$ cat config.mk
export PLATFORM = sky130hd
export DESIGN_NAME = usr_serdes_ctrl
export DESIGN_NICKNAME = d
export VERILOG_FILES = /design/src/rtl/usr_pkg.sv /design/src/rtl/usr_core.sv /design/src/rtl/usr_serdes_ctrl.sv
export SDC_FILE = /design/constraint.sdc
export NUM_CORES = 1
export LEC_CHECK = 0
export CORE_MARGIN = 1.5
export CORE_UTILIZATION = 40
export DETAILED_ROUTE_END_ITERATION = 8
export GPL_TIMING_DRIVEN = 0
export PLACE_DENSITY = 0.7
export SYNTH_ARGS = -nofsm -noshare
export SYNTH_HDL_FRONTEND = slang
export SYNTH_SLANG_ARGS = --single-unit
$ cat constraint.sdc
create_clock -name clk -period 1.2 [get_ports clk]
set_input_delay 0.12 -clock clk [delete_from_list [all_inputs] [get_ports clk]]
set_output_delay 0.12 -clock clk [all_outputs]
set_load 0.02 [all_outputs]
$ cat src/rtl/usr_pkg.sv
// Shared encodings for the universal shift register and its serial-frame controller.
package usr_pkg;

    typedef enum logic [1:0] {
        MODE_HOLD = 2'b00,
        MODE_SHR  = 2'b01,
        MODE_SHL  = 2'b10,
        MODE_LOAD = 2'b11
    } mode_e;

    typedef enum logic [1:0] {
        ST_IDLE  = 2'b00,
        ST_SHIFT = 2'b01,
        ST_DONE  = 2'b10
    } state_e;

    // Counter width for a count of n values, never narrower than one bit.
    function automatic int unsigned cnt_width(input int unsigned n);
        return (n <= 1) ? 1 : $clog2(n);
    endfunction

endpackage

$ cat src/rtl/usr_core.sv
// Universal shift register: hold, shift-right (sin into MSB), shift-left (sin into LSB), parallel load.
module usr_core
    import usr_pkg::*;
#(
    parameter int unsigned WIDTH = 4
) (
    input  logic             clk,
    input  logic             rst_n,
    input  mode_e            mode,
    input  logic             sin,
    input  logic [WIDTH-1:0] pin,
    output logic [WIDTH-1:0] pout
);

    logic [WIDTH-1:0] q;

    always_ff @(posedge clk or negedge rst_n) begin
        if (!rst_n) begin
            q <= '0;
        end else begin
            case (mode)
                MODE_SHR:  q <= {sin, q[WIDTH-1:1]};
                MODE_SHL:  q <= {q[WIDTH-2:0], sin};
                MODE_LOAD: q <= pin;
                default:   q <= q;
            endcase
        end
    end

    assign pout = q;

endmodule

$ cat src/rtl/usr_serdes_ctrl.sv
// Full-duplex serial frame controller: loads a word, shifts it out while shifting ser_in in,
// then offers the captured word on a valid/ready output.
module usr_serdes_ctrl
    import usr_pkg::*;
#(
    parameter int unsigned WIDTH        = 4,
    parameter int unsigned CLKS_PER_BIT = 2
) (
    input  logic             clk,
    input  logic             rst_n,
    input  logic             tx_valid,
    output logic             tx_ready,
    input  logic [WIDTH-1:0] tx_data,
    input  logic             lsb_first,
    input  logic             ser_in,
    output logic             ser_out,
    output logic             rx_valid,
    input  logic             rx_ready,
    output logic [WIDTH-1:0] rx_data,
    output logic             busy
);

    localparam int unsigned BW = cnt_width(WIDTH);
    localparam int unsigned CW = cnt_width(CLKS_PER_BIT);

    state_e          state_q, state_d;
    logic [BW-1:0]   bit_cnt_q, bit_cnt_d;
    logic [CW-1:0]   clk_cnt_q, clk_cnt_d;
    logic            order_q, order_d;
    logic            busy_q;
    mode_e           mode;
    logic [WIDTH-1:0] reg_q;

    usr_core #(.WIDTH(WIDTH)) u_core (
        .clk   (clk),
        .rst_n (rst_n),
        .mode  (mode),
        .sin   (ser_in),
        .pin   (tx_data),
        .pout  (reg_q)
    );

    always_ff @(posedge clk or negedge rst_n) begin
        if (!rst_n) begin
            state_q   <= ST_IDLE;
            bit_cnt_q <= '0;
            clk_cnt_q <= '0;
            order_q   <= 1'b0;
            busy_q    <= 1'b0;
        end else begin
            state_q   <= state_d;
            bit_cnt_q <= bit_cnt_d;
            clk_cnt_q <= clk_cnt_d;
            order_q   <= order_d;
            busy_q    <= (state_d != ST_IDLE);
        end
    end

    // Next-state and shift-register mode sequencing.
    always_comb begin
        state_d   = state_q;
        bit_cnt_d = bit_cnt_q;
        clk_cnt_d = clk_cnt_q;
        order_d   = order_q;
        mode      = MODE_HOLD;
        case (state_q)
            ST_IDLE: begin
                if (tx_valid) begin
                    mode      = MODE_LOAD;
                    order_d   = lsb_first;
                    bit_cnt_d = '0;
                    clk_cnt_d = '0;
                    state_d   = ST_SHIFT;
                end
            end
            ST_SHIFT: begin
                if (clk_cnt_q == CW'(CLKS_PER_BIT - 1)) begin
                    clk_cnt_d = '0;
                    mode      = order_q ? MODE_SHR : MODE_SHL;
                    if (bit_cnt_q == BW'(WIDTH - 1)) begin
                        bit_cnt_d = '0;
                        state_d   = ST_DONE;
                    end else begin
                        bit_cnt_d = bit_cnt_q + BW'(1);
                    end
                end else begin
                    clk_cnt_d = clk_cnt_q + CW'(1);
                end
            end
            ST_DONE: begin
                if (rx_ready) begin
                    state_d = ST_IDLE;
                end
            end
            default: state_d = ST_IDLE;
        endcase
    end

    // Line idles high outside a frame; during SHIFT it shows the outgoing end of the register.
    assign ser_out  = (state_q == ST_SHIFT) ? (order_q ? reg_q[0] : reg_q[WIDTH-1]) : 1'b1;
    assign tx_ready = (state_q == ST_IDLE);
    assign rx_valid = (state_q == ST_DONE);
    assign rx_data  = reg_q;
    assign busy     = busy_q;

endmodule

==> run summary <==
## Clock network
- 2 — number of buffers on the longest clock path
- 0 — hold buffer count at cts
- 0.28 ns — clock latency at the later pin of the worst-skew pair
- 0.07 ns — clock input transition at the sequential cells of the worst setup and hold paths
- 3 — clock buffers created by TritonCTS
- 1 — level count of the clock H-tree
- yes — CTS tree
- sky130_fd_sc_hd__clkbuf_4 — root buf cell
- 11 — clock sink count

## GRT
- 12 — pin count of the biggest net entering global routing
- 2750 µm — wire length of the first global-routing pass
- 0 — grt total ovfl
- 0 — number of antenna violations at the first check in global routing
- 592 — vias in the first global route
- 0.207 — GR Util All Layers

## STA
- 1.15 — share of the clock period used by the worst path after layout
- 727 MHz — Fmax
- 0.00127 ns — skew final
- 9 — setup-violating endpoint count in the final report
- yes — setup repair after global routing missed its margin
- 0 — Final Hold Vio Count
- 0.665 — worst-case headroom to the max-slew limit
- 0 — number of pins exceeding their max-slew limit in the final report
- -0.175 ns — final worst-path setup slack
- 1.38 ns — fin crit period
- 0.500 ns — Slew @ Worst Pin

## Drt
- 5.49 — Vias/cell
- 16.0 µm — routed length per placed instance
- 4 — DR pass1 iterations
- 609 — total vias in the final route
- 1770 µm — routed wire length
- 13 — First DRT Iteration DRCs
- 0 — count of unresolved DRC violations after routing
- 0 — final antenna-violating net count

## Finish
- 60.0% — synthesis-to-finish area growth
- 1010 µm² — cell area after layout
- 0 — antenna fix cells
- 107 — # nets final
- sky130_fd_sc_hd__dfrtp_1 (10), sky130_fd_sc_hd__clkdlybuf4s50_1 (9), sky130_fd_sc_hd__buf_6 (7), sky130_fd_sc_hd__nand2_1 (7), sky130_fd_sc_hd__inv_1 (6) — most frequent cells in the layout
- 112 — count of filler cells inserted in the layout
- 0.400 — fraction of final layout cells sized beyond drive strength 1
- sky130_fd_sc_hd__dfrtp_1 — commonest non-fill, non-tap cell in the layout
- 0.682 — final design utilization

## Worst setup path
- 4 — R2R cell count
- 1.08 ns — critical path required time
- state_q[0]$_DFF_PN0_ — reg2reg start
- 1.26 ns — data arrival time of the critical path
- sky130_fd_sc_hd__dfrtp_1 — cell at the slowest stage of the critical path
- primary output — CP Capture Type
- -0.14 ns — r2r setup slk
- u_core.pout[1]$_DFFE_PN0P_ — Critical R2R Capture
- 0.40 ns — Max stage delay on crit path
- 7 — largest fanout on the critical path
- sky130_fd_sc_hd__buf_6 — dominant cell type by count on the critical path
- flip-flop — category of the worst setup path launch point
- reg -> out — classification of the worst setup path
- buf_6 > nand2b_4 > a211o_1 > buf_6 — ordered list of cells on the worst path

## Synthesis
- 79 — net count after synthesis
- 0 — Yosys warning count
- 11 — register bit count reported by yosys
- sky130_fd_sc_hd__dfrtp_1 (43%), sky130_fd_sc_hd__a32oi_1 (5.5%), sky130_fd_sc_hd__nand2_1 (4.7%) — Area contributors post-synth
- 9.33 µm² — synthesized area divided by synthesized cell count
- 27 — Synth cell types
- sky130_fd_sc_hd__dfrtp_1 — cell type with the largest total area after synthesis
- 0.434 — area fraction of the dominant cell type after synthesis
- 634 µm² — netlist area before placement
- 0.434 — sequential element share of the synthesized area
- 68 — Gate Count Post-Synth

## Floorplan
- 18 — Boundary Pins
- 42.8 µm — Die Width
- 14 — number of core rows
- 1830 µm² — Die Area
- 42.8 µm — die boundary height
- 0.426 — initial standard-cell utilization of the core
- 1490 µm² — Core ar.

## Placement
- 825 µm² — cell area after placement
- 985 µm — HPWL after detailed placement
- 17 — total of buffers placed on input and output ports
- -0.362 ns — setup slack after placement
- 0.799 — routability-driven placement congestion ratio

## Power and ir drop
- 2830 nW/µm² — power per cell area
- 0.000459 µW — Leak Pwr
- 2870 µW — Final Total Pwr
- 1.36 mV — largest voltage drop on the vdd net

## Status
- complete, but fails checks — outcome
- setup timing — violated checks

## Run
- 0 — max cap viols

## Min path
- in -> async — classification of the worst-slack hold path

-- critical path, delay by kind of cell (launching register included) --
kind                   cells  cell delay [ns]
DFF                        1             0.40
and+or+nand+nor            1             0.05
AOI/OAI and AO/OA          1             0.24
buffers and inverters      2             0.28
-- where the power goes --
part           switching, µW  total, µW  internal, µW  leakage [µW]
Sequential               140        695           555      0.000124
Clock                    141        270           129     0.0000150
Combinational            968       1900           935      0.000320
Total                   1250       2870          1620      0.000459
-- flip-flops by register name (all words and copies together), names as in the netlist --
signal,flops
bit_cnt_q,2
busy,1
state_q,2
u_core.pout,4
order_q,1
clk_cnt_q,1
-- synth_stat cells --
| cell type | n |
|---|---|
| sky130_fd_sc_hd__dfrtp_1 | 11 |
| sky130_fd_sc_hd__nand2_1 | 8 |
| sky130_fd_sc_hd__inv_1 | 6 |
| sky130_fd_sc_hd__nand3_1 | 5 |
| sky130_fd_sc_hd__a21oi_1 | 4 |
| sky130_fd_sc_hd__a32oi_1 | 4 |
| sky130_fd_sc_hd__nor2_1 | 3 |
| sky130_fd_sc_hd__o21ai_0 | 3 |
| sky130_fd_sc_hd__or3b_1 | 3 |
| sky130_fd_sc_hd__buf_2 | 2 |
| sky130_fd_sc_hd__nand2b_1 | 2 |
| sky130_fd_sc_hd__nor2b_1 | 2 |
| sky130_fd_sc_hd__a211o_1 | 1 |
| sky130_fd_sc_hd__a21o_1 | 1 |
| sky130_fd_sc_hd__a22o_1 | 1 |
| sky130_fd_sc_hd__and2b_1 | 1 |
| sky130_fd_sc_hd__and4bb_2 | 1 |
| sky130_fd_sc_hd__buf_6 | 1 |
| sky130_fd_sc_hd__ha_1 | 1 |
| sky130_fd_sc_hd__mux2_2 | 1 |
| sky130_fd_sc_hd__nand3b_1 | 1 |
| sky130_fd_sc_hd__nand4bb_1 | 1 |
| sky130_fd_sc_hd__nor4b_1 | 1 |
| sky130_fd_sc_hd__o21bai_1 | 1 |
| sky130_fd_sc_hd__o2bb2ai_1 | 1 |
| sky130_fd_sc_hd__or2_1 | 1 |
| sky130_fd_sc_hd__or3b_2 | 1 |
-- routing by layer --
metal,vias up,share of wire,global-route usage
li1,298,-,-
met5,-,0,0
met1,293,0.48,0.295
met4,0,0.021,0.0938
met3,4,0.033,0.0383
met2,14,0.46,0.300
-- area by class of cell --
cell class	instances	area (µm²)	share of cell area
inverter	6	22.5	0.0222
timing repair buffer	23	220	0.217
buffer	3	27.5	0.0271
multi-input combinational	48	422	0.416
clock buffer	4	26.3	0.0259
tap	16	20.0	0.0197
sequential	11	277	0.273
-- stage by stage --
stage | cells | hold slack, ns | setup TNS, ns
after floorplan | 68 | -0.176 | -0.0339
after global placement | 101 | 0.494 | -2.23
after detailed placement | 101 | 0.489 | -2.19
after CTS | 107 | 0.196 | -0.775
after global routing | 111 | 0.245 | -1.10
final | 111 | 0.172 | -0.911
-- cells by family (layout without fill, tap and decap cells) --
family / count (synthesis) / after routing / share of synthesized area
fa+ha+maj: 1 / 1 / 0.0197
flops: 11 / 11 / 0.434
mux: 1 / 1 / 0.0178
simple gates: 30 / 30 / 0.284
compound gates: 16 / 16 / 0.176
buf+inv: 9 / 36 / 0.0690
-- how the worst max path moves through the flow --
| stage | from | cells past startpoint | to |
|---|---|---|---|
| finish | state_q[0]$_DFF_PN0_ | 4 | ser_out |
| CTS | state_q[0]$_DFF_PN0_ | 4 | ser_out |
| global route | state_q[1]$_DFF_PN0_ | 3 | ser_out |
| detailed placement | state_q[0]$_DFF_PN0_ | 4 | ser_out |
| floorplan | state_q[0]$_DFF_PN0_ | 4 | u_core.pout[1]$_DFFE_PN0P_ |
| global placement | state_q[0]$_DFF_PN0_ | 4 | ser_out |
-- repair_timing --
| item | CTS | global route |
|---|---|---|
| pin swaps | 2 | 7 |
| setup endpoints to repair | 13 | 11 |
| buffers inserted | 2 | 4 |
| resized for setup | 35 | 20 |
(Power assumes the default switching activity.)
